File: config.mk
export PLATFORM = sky130hd
export DESIGN_NAME = c_pmt_fifo_n_flat
export DESIGN_NICKNAME = d
export VERILOG_FILES = /design/src/rtl/c_pmt_fifo_n_if.sv /design/src/rtl/c_pmt_fifo_n.sv /design/src/flat_wrapper.sv
export SDC_FILE = /design/constraint.sdc
export NUM_CORES = 1
export LEC_CHECK = 0
export CAP_MARGIN = 20
export CORE_AREA = 2 2 39 41
export CTS_CLUSTER_SIZE = 8
export DETAILED_ROUTE_END_ITERATION = 7
export DIE_AREA = 0 0 41 43
export PLACE_DENSITY_LB_ADDON = 0.25
export SYNTH_ARGS = -nofsm -noshare
export SYNTH_HDL_FRONTEND = slang
export SYNTH_SLANG_ARGS = --single-unit
File: constraint.sdc
create_clock -name clk -period 1.63 [get_ports clk]
set_input_delay 0.326 -clock clk [delete_from_list [all_inputs] [get_ports clk]]
set_output_delay 0.326 -clock clk [all_outputs]
set_load 0.02 [all_outputs]
File: src/rtl/c_pmt_fifo_n_if.sv
// Handshake bundle for the permit-gated token FIFO controller.
//   i_drive     upstream request pulse          (master -> slave)
//   o_free      upstream acceptance pulse       (slave  -> master)
//   pmt         per-stage permit, DEPTH bits    (master -> slave)
//   o_fire      per-stage fire pulses           (slave  -> master)
//   o_driveNext delayed downstream drive pulse  (slave  -> master)
//   i_freeNext  downstream credit return pulse  (master -> slave)
interface c_pmt_fifo_n_if #(
    parameter int unsigned DEPTH = 4
);
    logic             i_drive;
    logic             o_free;
    logic [DEPTH-1:0] pmt;
    logic [DEPTH-1:0] o_fire;
    logic             o_driveNext;
    logic             i_freeNext;

    modport master (
        output i_drive, pmt, i_freeNext,
        input  o_free, o_fire, o_driveNext
    );

    modport slave (
        input  i_drive, pmt, i_freeNext,
        output o_free, o_fire, o_driveNext
    );
endinterface

File: src/rtl/c_pmt_fifo_n.sv
// Permit-gated, credit-controlled token FIFO controller for the control path.
// Data-less tokens move through DEPTH stages; a stage advances only while its
// permit is high and downstream has room, and each advance yields a fire pulse
// that latches the matching datapath stage. The last-stage fire is delayed by
// DELAY cycles to form o_driveNext, matching the datapath delay.
// Ports:
//   clk          clock, all state on rising edge
//   rst          synchronous reset, active-low
//   bus          c_pmt_fifo_n_if.slave (i_drive/o_free, pmt/o_fire,
//                o_driveNext/i_freeNext)
//   o_occupancy  number of valid stages, registered   (C_PMT_FIFO_STATUS_EN)
//   o_err        sticky protocol error flag           (C_PMT_FIFO_STATUS_EN)
module c_pmt_fifo_n #(
    parameter int unsigned DEPTH   = 4,
    parameter int unsigned CREDITS = 1,
    parameter int unsigned DELAY   = 2
) (
    input  logic                         clk,
    input  logic                         rst,
    c_pmt_fifo_n_if.slave                bus
`ifdef C_PMT_FIFO_STATUS_EN
    ,
    output logic [$clog2(DEPTH+1)-1:0]   o_occupancy,
    output logic                         o_err
`endif
);

    localparam int unsigned CW = $clog2(CREDITS + 1);
    localparam int unsigned OW = $clog2(DEPTH + 1);

    logic [DEPTH-1:0] valid_q;
    logic [DEPTH-1:0] valid_n;
    logic [DEPTH-1:0] adv_c;
    logic [DEPTH-1:0] fire_q;
    logic             free_q;
    logic             pend_q;
    logic             acc_c;
    logic             room_c;
    logic [CW-1:0]    credit_q;
    logic [CW-1:0]    credit_n;
    logic             dec_c;
    logic             inc_c;
    logic [DELAY-1:0] dly_q;

    // Advance chain: evaluated from the last stage back so a stage that empties
    // this cycle makes room for its predecessor in the same cycle.
    always_comb begin
        adv_c  = '0;
        room_c = (credit_q != '0);
        for (int k = int'(DEPTH) - 1; k >= 0; k--) begin
            adv_c[k] = valid_q[k] & bus.pmt[k] & room_c;
            room_c   = ~valid_q[k] | adv_c[k];
        end
    end

    // Upstream accept; a pending request is served as soon as stage 0 has room.
    always_comb begin
        acc_c = (bus.i_drive | pend_q) & (~valid_q[0] | adv_c[0]);
    end

    // Next stage occupancy.
    always_comb begin
        valid_n    = valid_q & ~adv_c;
        valid_n[0] = valid_n[0] | acc_c;
        for (int k = 1; k < int'(DEPTH); k++) begin
            valid_n[k] = valid_n[k] | adv_c[k-1];
        end
    end

    // Credit counter; a return while already at the reset level is dropped.
    always_comb begin
        dec_c    = adv_c[DEPTH-1];
        inc_c    = bus.i_freeNext;
        credit_n = credit_q;
        if (dec_c && !inc_c) begin
            credit_n = credit_q - CW'(1);
        end else if (inc_c && !dec_c && (credit_q != CW'(CREDITS))) begin
            credit_n = credit_q + CW'(1);
        end
    end

    // State and registered pulse outputs.
    always_ff @(posedge clk) begin
        if (!rst) begin
            valid_q  <= '0;
            pend_q   <= 1'b0;
            credit_q <= CW'(CREDITS);
            fire_q   <= '0;
            free_q   <= 1'b0;
            dly_q    <= '0;
        end else begin
            valid_q  <= valid_n;
            pend_q   <= acc_c ? 1'b0 : (pend_q | bus.i_drive);
            credit_q <= credit_n;
            fire_q   <= adv_c;
            free_q   <= acc_c;
            dly_q[0] <= fire_q[DEPTH-1];
            for (int i = 1; i < int'(DELAY); i++) begin
                dly_q[i] <= dly_q[i-1];
            end
        end
    end

    assign bus.o_free      = free_q;
    assign bus.o_fire      = fire_q;
    assign bus.o_driveNext = dly_q[DELAY-1];

`ifdef C_PMT_FIFO_STATUS_EN
    logic [OW-1:0] occ_n;
    logic          err_set_c;

    // Occupancy register tracks the stage count of the current cycle.
    always_comb begin
        occ_n = '0;
        for (int k = 0; k < int'(DEPTH); k++) begin
            occ_n = occ_n + OW'(valid_n[k]);
        end
        err_set_c = (bus.i_drive & pend_q)
                  | (bus.i_freeNext & ~dec_c & (credit_q == CW'(CREDITS)));
    end

    always_ff @(posedge clk) begin
        if (!rst) begin
            o_occupancy <= '0;
            o_err       <= 1'b0;
        end else begin
            o_occupancy <= occ_n;
            o_err       <= o_err | err_set_c;
        end
    end
`endif

endmodule

File: src/flat_wrapper.sv
// flat-port wrapper written by rule: the top's interface ports become plain ports
module c_pmt_fifo_n_flat 
#(
    parameter int unsigned DEPTH   = 4,
    parameter int unsigned CREDITS = 1,
    parameter int unsigned DELAY   = 2
)
  (clk, rst, bus_i_drive, bus_pmt, bus_i_freeNext, bus_o_free, bus_o_fire, bus_o_driveNext);
  c_pmt_fifo_n_if #(.DEPTH(DEPTH)) bus_i ();
  input  logic clk;
  input  logic rst;
  input wire logic [$bits(bus_i.i_drive)-1:0] bus_i_drive;
  input wire logic [$bits(bus_i.pmt)-1:0] bus_pmt;
  input wire logic [$bits(bus_i.i_freeNext)-1:0] bus_i_freeNext;
  output wire logic [$bits(bus_i.o_free)-1:0] bus_o_free;
  output wire logic [$bits(bus_i.o_fire)-1:0] bus_o_fire;
  output wire logic [$bits(bus_i.o_driveNext)-1:0] bus_o_driveNext;
  assign bus_i.i_drive = bus_i_drive;
  assign bus_i.pmt = bus_pmt;
  assign bus_i.i_freeNext = bus_i_freeNext;
  assign bus_o_free = bus_i.o_free;
  assign bus_o_fire = bus_i.o_fire;
  assign bus_o_driveNext = bus_i.o_driveNext;
  c_pmt_fifo_n #(.DEPTH(DEPTH), .CREDITS(CREDITS), .DELAY(DELAY)) u_core (.clk(clk), .rst(rst), .bus(bus_i));
endmodule
# [Word level (Yosys, flattened, before mapping)]
# Index checks and enable logic that the tools add are counted.
[word_totals] reg_bits=13 in_bits=8 out_inout_bits=6 wordCells=43
[classes] add_sub_neg=2 muxes=2 bitwise_logic=26 n_reduce_logical=7
[op_table] operator="1-bit AND" count=9
[op_table] operator="1-bit OR" count=9
[op_table] operator="1-bit NOT" count=6
[op_table] operator="4-bit AND" count=1
[op_table] operator="4-bit NOT" count=1
[op_table] operator="1-bit logical AND" count=3
[op_table] operator="1-bit zero test" count=2
[op_table] operator="1-bit two-way mux" count=2
[op_table] operator="2-bit nonzero test" count=1
[op_table] operator="2-bit OR reduction" count=1
[op_table] operator="1-bit adder (second input constant)" count=1
[op_table] operator="1-bit subtractor (second input constant)" count=1

# [Longest topological paths before layout]
# Gate-level depths: netlist of run 1.
[depth] ltp_word=11 ltp_mapped=3 depth_no_buf=3

# [Worst setup path before layout of run 1]
# Ideal clock, no wire load.
[synth_path] path_type="flip-flop to flip-flop" startpoint="reg u_core.valid_q[3]" endpoint="reg u_core.free_q (netlist: u_core.bus.o_free)" setup_time_ns=0.120 t_arrival_ns=0.849 required_ns=1.510 setup_slack_ns=0.662 stages_incl_launch_ff=4 n_path_buf=0 synth_period_minus_slack_ns=0.968 path_cell_list="dfxtp_1 a21boi_4 nor3_2 o31a_1"
[synth_via] elab_chain_cells=10 word_cells_on_any_way=11 classes_between="bitwise (11)"
[synth_lines] element="from (decl)" line="c_pmt_fifo_n.sv:31" source="logic [DEPTH-1:0] valid_q;"
[synth_lines] element="from (signal assigned)" line="c_pmt_fifo_n.sv:92" source="valid_q <= valid_n;"
[synth_lines] element="1-bit AND (2 in series)" line="c_pmt_fifo_n.sv:51" source="adv_c[k] = valid_q[k] & bus.pmt[k] & room_c;"
[synth_lines] element="1-bit OR (*)" line="c_pmt_fifo_n.sv:52" source="room_c = ~valid_q[k] | adv_c[k];"
[synth_lines] element="1-bit AND (*)" line="c_pmt_fifo_n.sv:51"
[synth_lines] element="1-bit OR (*)" line="c_pmt_fifo_n.sv:52"
[synth_lines] element="1-bit AND (*)" line="c_pmt_fifo_n.sv:51"
[synth_lines] element="1-bit OR (*)" line="c_pmt_fifo_n.sv:52"
[synth_lines] element="1-bit AND (*)" line="c_pmt_fifo_n.sv:51"
[synth_lines] element="1-bit OR (*)"
[synth_lines] element="1-bit AND (*)" line="c_pmt_fifo_n.sv:58" source="acc_c = (bus.i_drive | pend_q) & (~valid_q[0] | adv_c[0]);"
[synth_lines] element="to (signal assigned)" line="c_pmt_fifo_n.sv:89" source="free_q <= 1'b0;"
[synth_lines] element="to (signal assigned)" line="c_pmt_fifo_n.sv:96" source="free_q <= acc_c;"
[synth_lines] element="to (decl)" line="c_pmt_fifo_n.sv:35" source="logic free_q;"
# Mark *: on every way between the ends. The rest lies on a longest branch, timed or not.
# A chain may end at the register's enable or synchronous reset.

# [Final worst setup path of run 1]
[layout_path] startpoint="reg u_core.fire_q[3] (netlist: u_core.bus.o_fire[3])" endpoint="out bus_o_fire[3]"
[layout_lines] element="from (decl)" line="c_pmt_fifo_n.sv:34" source="logic [DEPTH-1:0] fire_q;"
[layout_lines] element="from (signal assigned)" line="c_pmt_fifo_n.sv:95" source="fire_q <= adv_c;"
[layout_lines] element="to (decl)" line="flat_wrapper.sv:16" source="output wire logic [$bits(bus_i.o_fire)-1:0] bus_o_fire;"
# No word-level cell between the ends.

==> results.yml, run 1 <==
critical_path:
  r2r_cells: 3
  critical_path.cell_chain: "clkdlybuf4s50_1"
  crit_path_max_fanout: 2
  cp_slowest_cell: "clkdlybuf4s50_1"
  worst-setup-path-type: "reg -> out"
  startpoint: "u_core.bus.o_fire[3]"
  crit_end: "bus_o_fire[3]"
  critPathBufInv: 1
  r2r_slack_ns: 0.59
  rr_startpoint: "u_core.valid_q[3]"
  timing.critical_path.required_ns: 1.30
  worstSetupStartpointType: "register"
  worst-path-stages: 1
  arrival_ns: 1.19
  cp-end-kind: "output port"
  max_stage_delay_ns: 0.60
  path_delay_family: "buffers and inverters"
  r2r_end: "u_core.bus.o_free"
synth:
  ys_seq_area_share_pct: 55.91
  ys_async_sr_fraction_pct: 0
  post_synth.cell_area_avg_um2: 10.12
  yosys.cell_count.top_type: "dfxtp_1"
  syn-cell-area_um2: 465.4
  synth_largest_area_cell: "dfxtp_1"
  synth_ff_type: "dfxtp_1"
  yosysTopAreaCellShare_pct: 55.91
  synth_cell_types: 20
  synth_edf_count: 0
  synth_common_cells: "13 x dfxtp_1, 6 x nand2_1, 5 x nor2_1, 3 x a21oi_1, 3 x inv_1"
  synth_area_leaders: "dfxtp_1 56%, nand2_1 4.8%, a21boi_4 4.0%"
  synth_nets: 54
  syn_inst: 46
  yosys_register_bits: 13
  yosysWarnings: 0
cts:
  ctsHoldBuffers: 0
  cts_tree: "built"
  cts_setup_buffers: 0
  cts_resized: 0
  htreeDepth: 1
  cts.sinks: 13
  clock_latency_ns: 0.27
  clk_path_buf_depth: 2
  clk_root_buffer_cell: "clkbuf_4"
  numCtsBuffers: 3
  clk_pin_slew_ns: 0.07
final_layout:
  final_cells: 80
  final_design_area_no_fill_um2: 649.4
  drive_above_1_share_pct: 12.50
  nets: 73
  n_antenna_cell: 0
  synthToLayoutAreaGrowth_pct: 39.52
die:
  initial_core_util_pct: 33.63
  dieHeight_um: 43
  pin_count: 14
  row_count: 14
  coreArea_um2: 1384
  die_area_um2: 1763
  die_x_um: 41
power_and_ir_drop:
  clkPwrFrac_pct: 33.0
  swShare_pct: 22.11
  cellPowerDensity_nw_per_um2: 892.0
  p_leak_uw: 0.0002518
  power_switching_uw: 128.1
  power.internal_uw: 451.2
  p_comb_share_pct: 10.2
  vdd_drop_max_mv: 0.4025
  p_seq_share_pct: 56.8
  power_uw: 579.3
routing:
  wl_um: 787
  viasPerCell: 4.675
  drc_errors: 0
  first_pass_iters: 4
  antenna_left: 0
  via_count: 374
  drtIter0Drc: 6
  routedWlPerCell_um: 9.838
worst_hold_path:
  hold_path_depth: 1
  worstHoldStart: "u_core.dly_q[0]"
  min_path_type: "reg -> reg"
global_routing:
  grt_pass1_wl_um: 1442
  grt_max_degree: 8
  grt_remaining_overflow: 0
  antenna_found_initial: 0
  grt_usage_pct: 12.71
  grt_pass1_vias: 363
sta:
  maxSlewHeadroom_pct: 81.10
  post-route-period-util_pct: 92.95
  setup-tns-final_ns: 0
  skew_ns: 0.002339
  slew_violations: 0
  setup-violations-final: 0
  fmax_ghz: 0.6600
  period_minus_slack_ns: 1.515
  rsz0062_at_grt: "no"
  finalHoldViolCount: 0
  worst_pin_slew_ns: 0.2830
  fin_ws_ns: 0.1150
placement:
  placed_area_um2: 623.1
  dpl.hpwl_um: 605.2
  port_buffers: 13
  place_ws_ns: 0.1174
  place_inst: 76
  finalWeightedCongestion: 0.6948
run:
  drv_cap: 0
status:
  status: "finished clean"
## stage by stage
step | hold WS [ns] | util [%]
2_1_floorplan | 0.4118 | -
4_1_cts | 0.4422 | 46.93
6_report | 0.4394 | 46.93
3_5_place_dp | 0.4240 | 45.03
5_1_grt | 0.4651 | 46.93
3_3_place_gp | 0.4178 | 45.03
## cell usage in the layout, fill, tap and decap left out, types with 2 or more instances in the layout
| cell | instances |
|---|---|
| dfxtp_1 | 13 |
| and2_1 | 2 |
| nor2_1 | 5 |
| inv_1 | 3 |
| nand2_1 | 6 |
| clkbuf_4 | 3 |
| a21oi_1 | 3 |
| clkdlybuf4s50_1 | 13 |
## cell families after synthesis
| group | Yosys count | share of synthesized area [%] |
|---|---|---|
| buffers and inverters | 3 | 2.419 |
| flip-flops | 13 | 55.91 |
| AND/OR/NAND/NOR | 18 | 19.09 |
| AO/OA/AOI/OAI | 12 | 22.58 |
## routing by layer
metal,vias up,track usage (%),routed length [µm]
met1,169,16.34,373
met2,8,16.25,368
li1,195,-,-
met5,-,0,0
met4,0,12.00,12
met3,2,3.141,32
## how the worst min path moves through the flow
stage	end
floorplan	u_core.dly_q[1]
global placement	u_core.dly_q[1]
detailed placement	u_core.dly_q[1]
CTS	u_core.dly_q[1]
global route	u_core.dly_q[1]
finish	u_core.dly_q[1]
## final cells by class
cell class | instances | area, µm²
Fill cell | 138 | 734.5
Sequential cell | 13 | 260.3
Multi-Input combinational cell | 30 | 193.9
Timing Repair Buffer | 14 | 137.6
Clock buffer | 4 | 26.28
Tap cell | 16 | 20.02
Inverter | 3 | 11.26
## flip-flops by register name, indices dropped and copies added, names as in the netlist
name	count
u_core.credit_q	1
u_core.bus.o_free	1
u_core.pend_q	1
u_core.dly_q	2
u_core.bus.o_fire	4
u_core.valid_q	4
## power by group through the flow
stage / Combinational, µW / Clock, µW / Sequential (µW)
detailed placement: 59.4 / 0 / 337
floorplan: 21.2 / 0 / 340
global placement: 58.8 / 0 / 337
finish: 59.1 / 191 / 329
CTS: 59.7 / 203 / 329
global route: 65.8 / 218 / 330
(Power assumes the default switching activity.)
==> run 2: changes to the inputs <==
GPL_TIMING_DRIVEN = 1   (was not set)
TNS_END_PERCENT = 20   (was not set)
==> results of run 2 <==
Same layout as run 1: the final DEF is identical, and so are final timing and power.
==> run 3: changes to the inputs <==
CTS_BUF_LIST = sky130_fd_sc_hd__clkbuf_2   (was not set)
HOLD_SLACK_MARGIN = 0.15   (was not set)
==> run 3 against run 2 <==
Against the previous run:
- sequential power barely moved
- via count down 0.80%
- cell count unchanged
- sequential share of layout area up 0.39 points
- die area unchanged
- combinational power about the same
- setup slack worse by 0.0034 ns
- critical path depth did not move
- power shrank 4.9%
- critical path type unchanged
- largest power group unchanged
==> results.yml, run 3 (same netlist as run 1, synthesis figures left out) <==
routing:
  drtIter0Drc: 5
  via_count: 371
  wl_um: 804
  antenna_left: 0
  first_pass_iters: 4
  drc_errors: 0
  viasPerCell: 4.638
  routedWlPerCell_um: 10.05
sta:
  slew_violations: 0
  fmax_ghz: 0.6586
  skew_ns: 0.008375
  finalHoldViolCount: 0
  setup-tns-final_ns: 0
  post-route-period-util_pct: 93.16
  worst_pin_slew_ns: 0.2818
  period_minus_slack_ns: 1.518
  rsz0062_at_grt: "no"
  maxSlewHeadroom_pct: 81.17
  whs_ns: 0.4487
  setup-violations-final: 0
critical_path:
  worst-setup-path-type: "reg -> out"
  r2r_end: "u_core.bus.o_free"
  worstSetupStartpointType: "register"
  worst-path-stages: 1
  max_stage_delay_ns: 0.60
  crit_path_max_fanout: 2
  critPathBufInv: 1
  crit_end: "bus_o_fire[3]"
  startpoint: "u_core.bus.o_fire[3]"
  timing.critical_path.required_ns: 1.30
  cp_slowest_cell: "clkdlybuf4s50_1"
  r2r_cells: 3
  arrival_ns: 1.19
  critical_path.cell_chain: "clkdlybuf4s50_1"
  cp-end-kind: "output port"
  rr_startpoint: "u_core.valid_q[3]"
  r2r_slack_ns: 0.59
  path_delay_family: "buffers and inverters"
cts:
  cts_tree: "built"
  cts_resized: 0
  ctsHoldBuffers: 0
  clock_latency_ns: 0.26
  clk_pin_slew_ns: 0.11
  clk_root_buffer_cell: "clkbuf_2"
  numCtsBuffers: 3
  clk_path_buf_depth: 2
  cts.sinks: 13
  htreeDepth: 1
  cts_setup_buffers: 0
power_and_ir_drop:
  power.internal_uw: 421.9
  swShare_pct: 23.43
  power_switching_uw: 129.1
  vdd_drop_max_mv: 0.3544
  power_uw: 551.0
  cellPowerDensity_nw_per_um2: 856.8
  p_comb_share_pct: 10.7
  p_seq_share_pct: 59.8
  clkPwrFrac_pct: 29.5
  p_leak_uw: 0.0002534
placement:
  port_buffers: 13
  finalWeightedCongestion: 0.6948
  dpl.hpwl_um: 605.2
  place_inst: 76
worst_hold_path:
  min_path_type: "reg -> reg"
run:
  drv_cap: 0
final_layout:
  fill_cells: 140
  layout_common_cells: "13 x clkdlybuf4s50_1, 13 x dfxtp_1, 6 x nand2_1"
  nets: 73
  drive_above_1_share_pct: 14.06
  synthToLayoutAreaGrowth_pct: 38.17
  n_antenna_cell: 0
  final_cells: 80
global_routing:
  grt_usage_pct: 12.71
  grt_remaining_overflow: 0
  antenna_found_initial: 0
  grt_pass1_vias: 362
  grt_max_degree: 8
  grt_pass1_wl_um: 1442
die:
  pin_count: 14
  die_x_um: 41
  coreArea_um2: 1384
  row_count: 14
  initial_core_util_pct: 33.63
  die_area_um2: 1763
  dieHeight_um: 43
status:
  status: "finished clean"
[run 3: cell types whose count changed in the layout (fill, tap and decap cells not counted)]
cell,change
clkbuf_2,+4
clkbuf_4,-3
clkbuf_1,-1
[run 3: final cells by class]
type	count	area [µm²]	area share, %
sequential	13	260.3	40.47
multi-input combinational	30	193.9	30.16
tap	16	20.02	3.113
clock buffer	4	20.02	3.113
inverter	3	11.26	1.751
timing repair buffer	14	137.6	21.40
[run 3: how the worst min path moves through the flow]
stage / from / endpoint / slack (ns) / depth (start not counted)
floorplan: u_core.dly_q[0] / u_core.dly_q[1] / 0.41 / 1
global placement: u_core.dly_q[0] / u_core.dly_q[1] / 0.42 / 1
detailed placement: u_core.dly_q[0] / u_core.dly_q[1] / 0.42 / 1
CTS: u_core.dly_q[0] / u_core.dly_q[1] / 0.45 / 1
global route: u_core.dly_q[0] / u_core.dly_q[1] / 0.48 / 1
finish: u_core.dly_q[0] / u_core.dly_q[1] / 0.45 / 1
[run 3: per-layer routing]
metal  vias up  GRT usage (%)  part of all wire, %
met4         0          12.00                  1.6
met3         2          3.141                  3.9
met2         8          16.25                   47
li1        196              -                    -
met5         -              0                    0
met1       165          16.34                   48
[run 3: worst register-to-register path: stages (launching register included)]
cell	delay (ns)
dfxtp_1	0.35
a21boi_4	0.23
nor3_2	0.09
o31a_1	0.28
[run 3: metrics by stage]
step                utilization [%]  setup WS (ns)  area, µm²
CTS                           46.47        0.07820      643.1
finish                        46.47         0.1116      643.1
detailed placement            45.03         0.1174      623.1
global route                  46.47        0.04694      643.1
global placement              45.03         0.1446      623.1
floorplan                         -         0.6615      465.4
[run 3: power by group through the flow]
stage | clock (µW) | sequential (µW) | combinational (µW)
6_report | 163 | 329 | 59.0
5_1_grt | 188 | 331 | 65.8
4_1_cts | 174 | 330 | 59.6
3_5_place_dp | 0 | 337 | 59.4
3_3_place_gp | 0 | 337 | 58.8
2_1_floorplan | 0 | 340 | 21.2
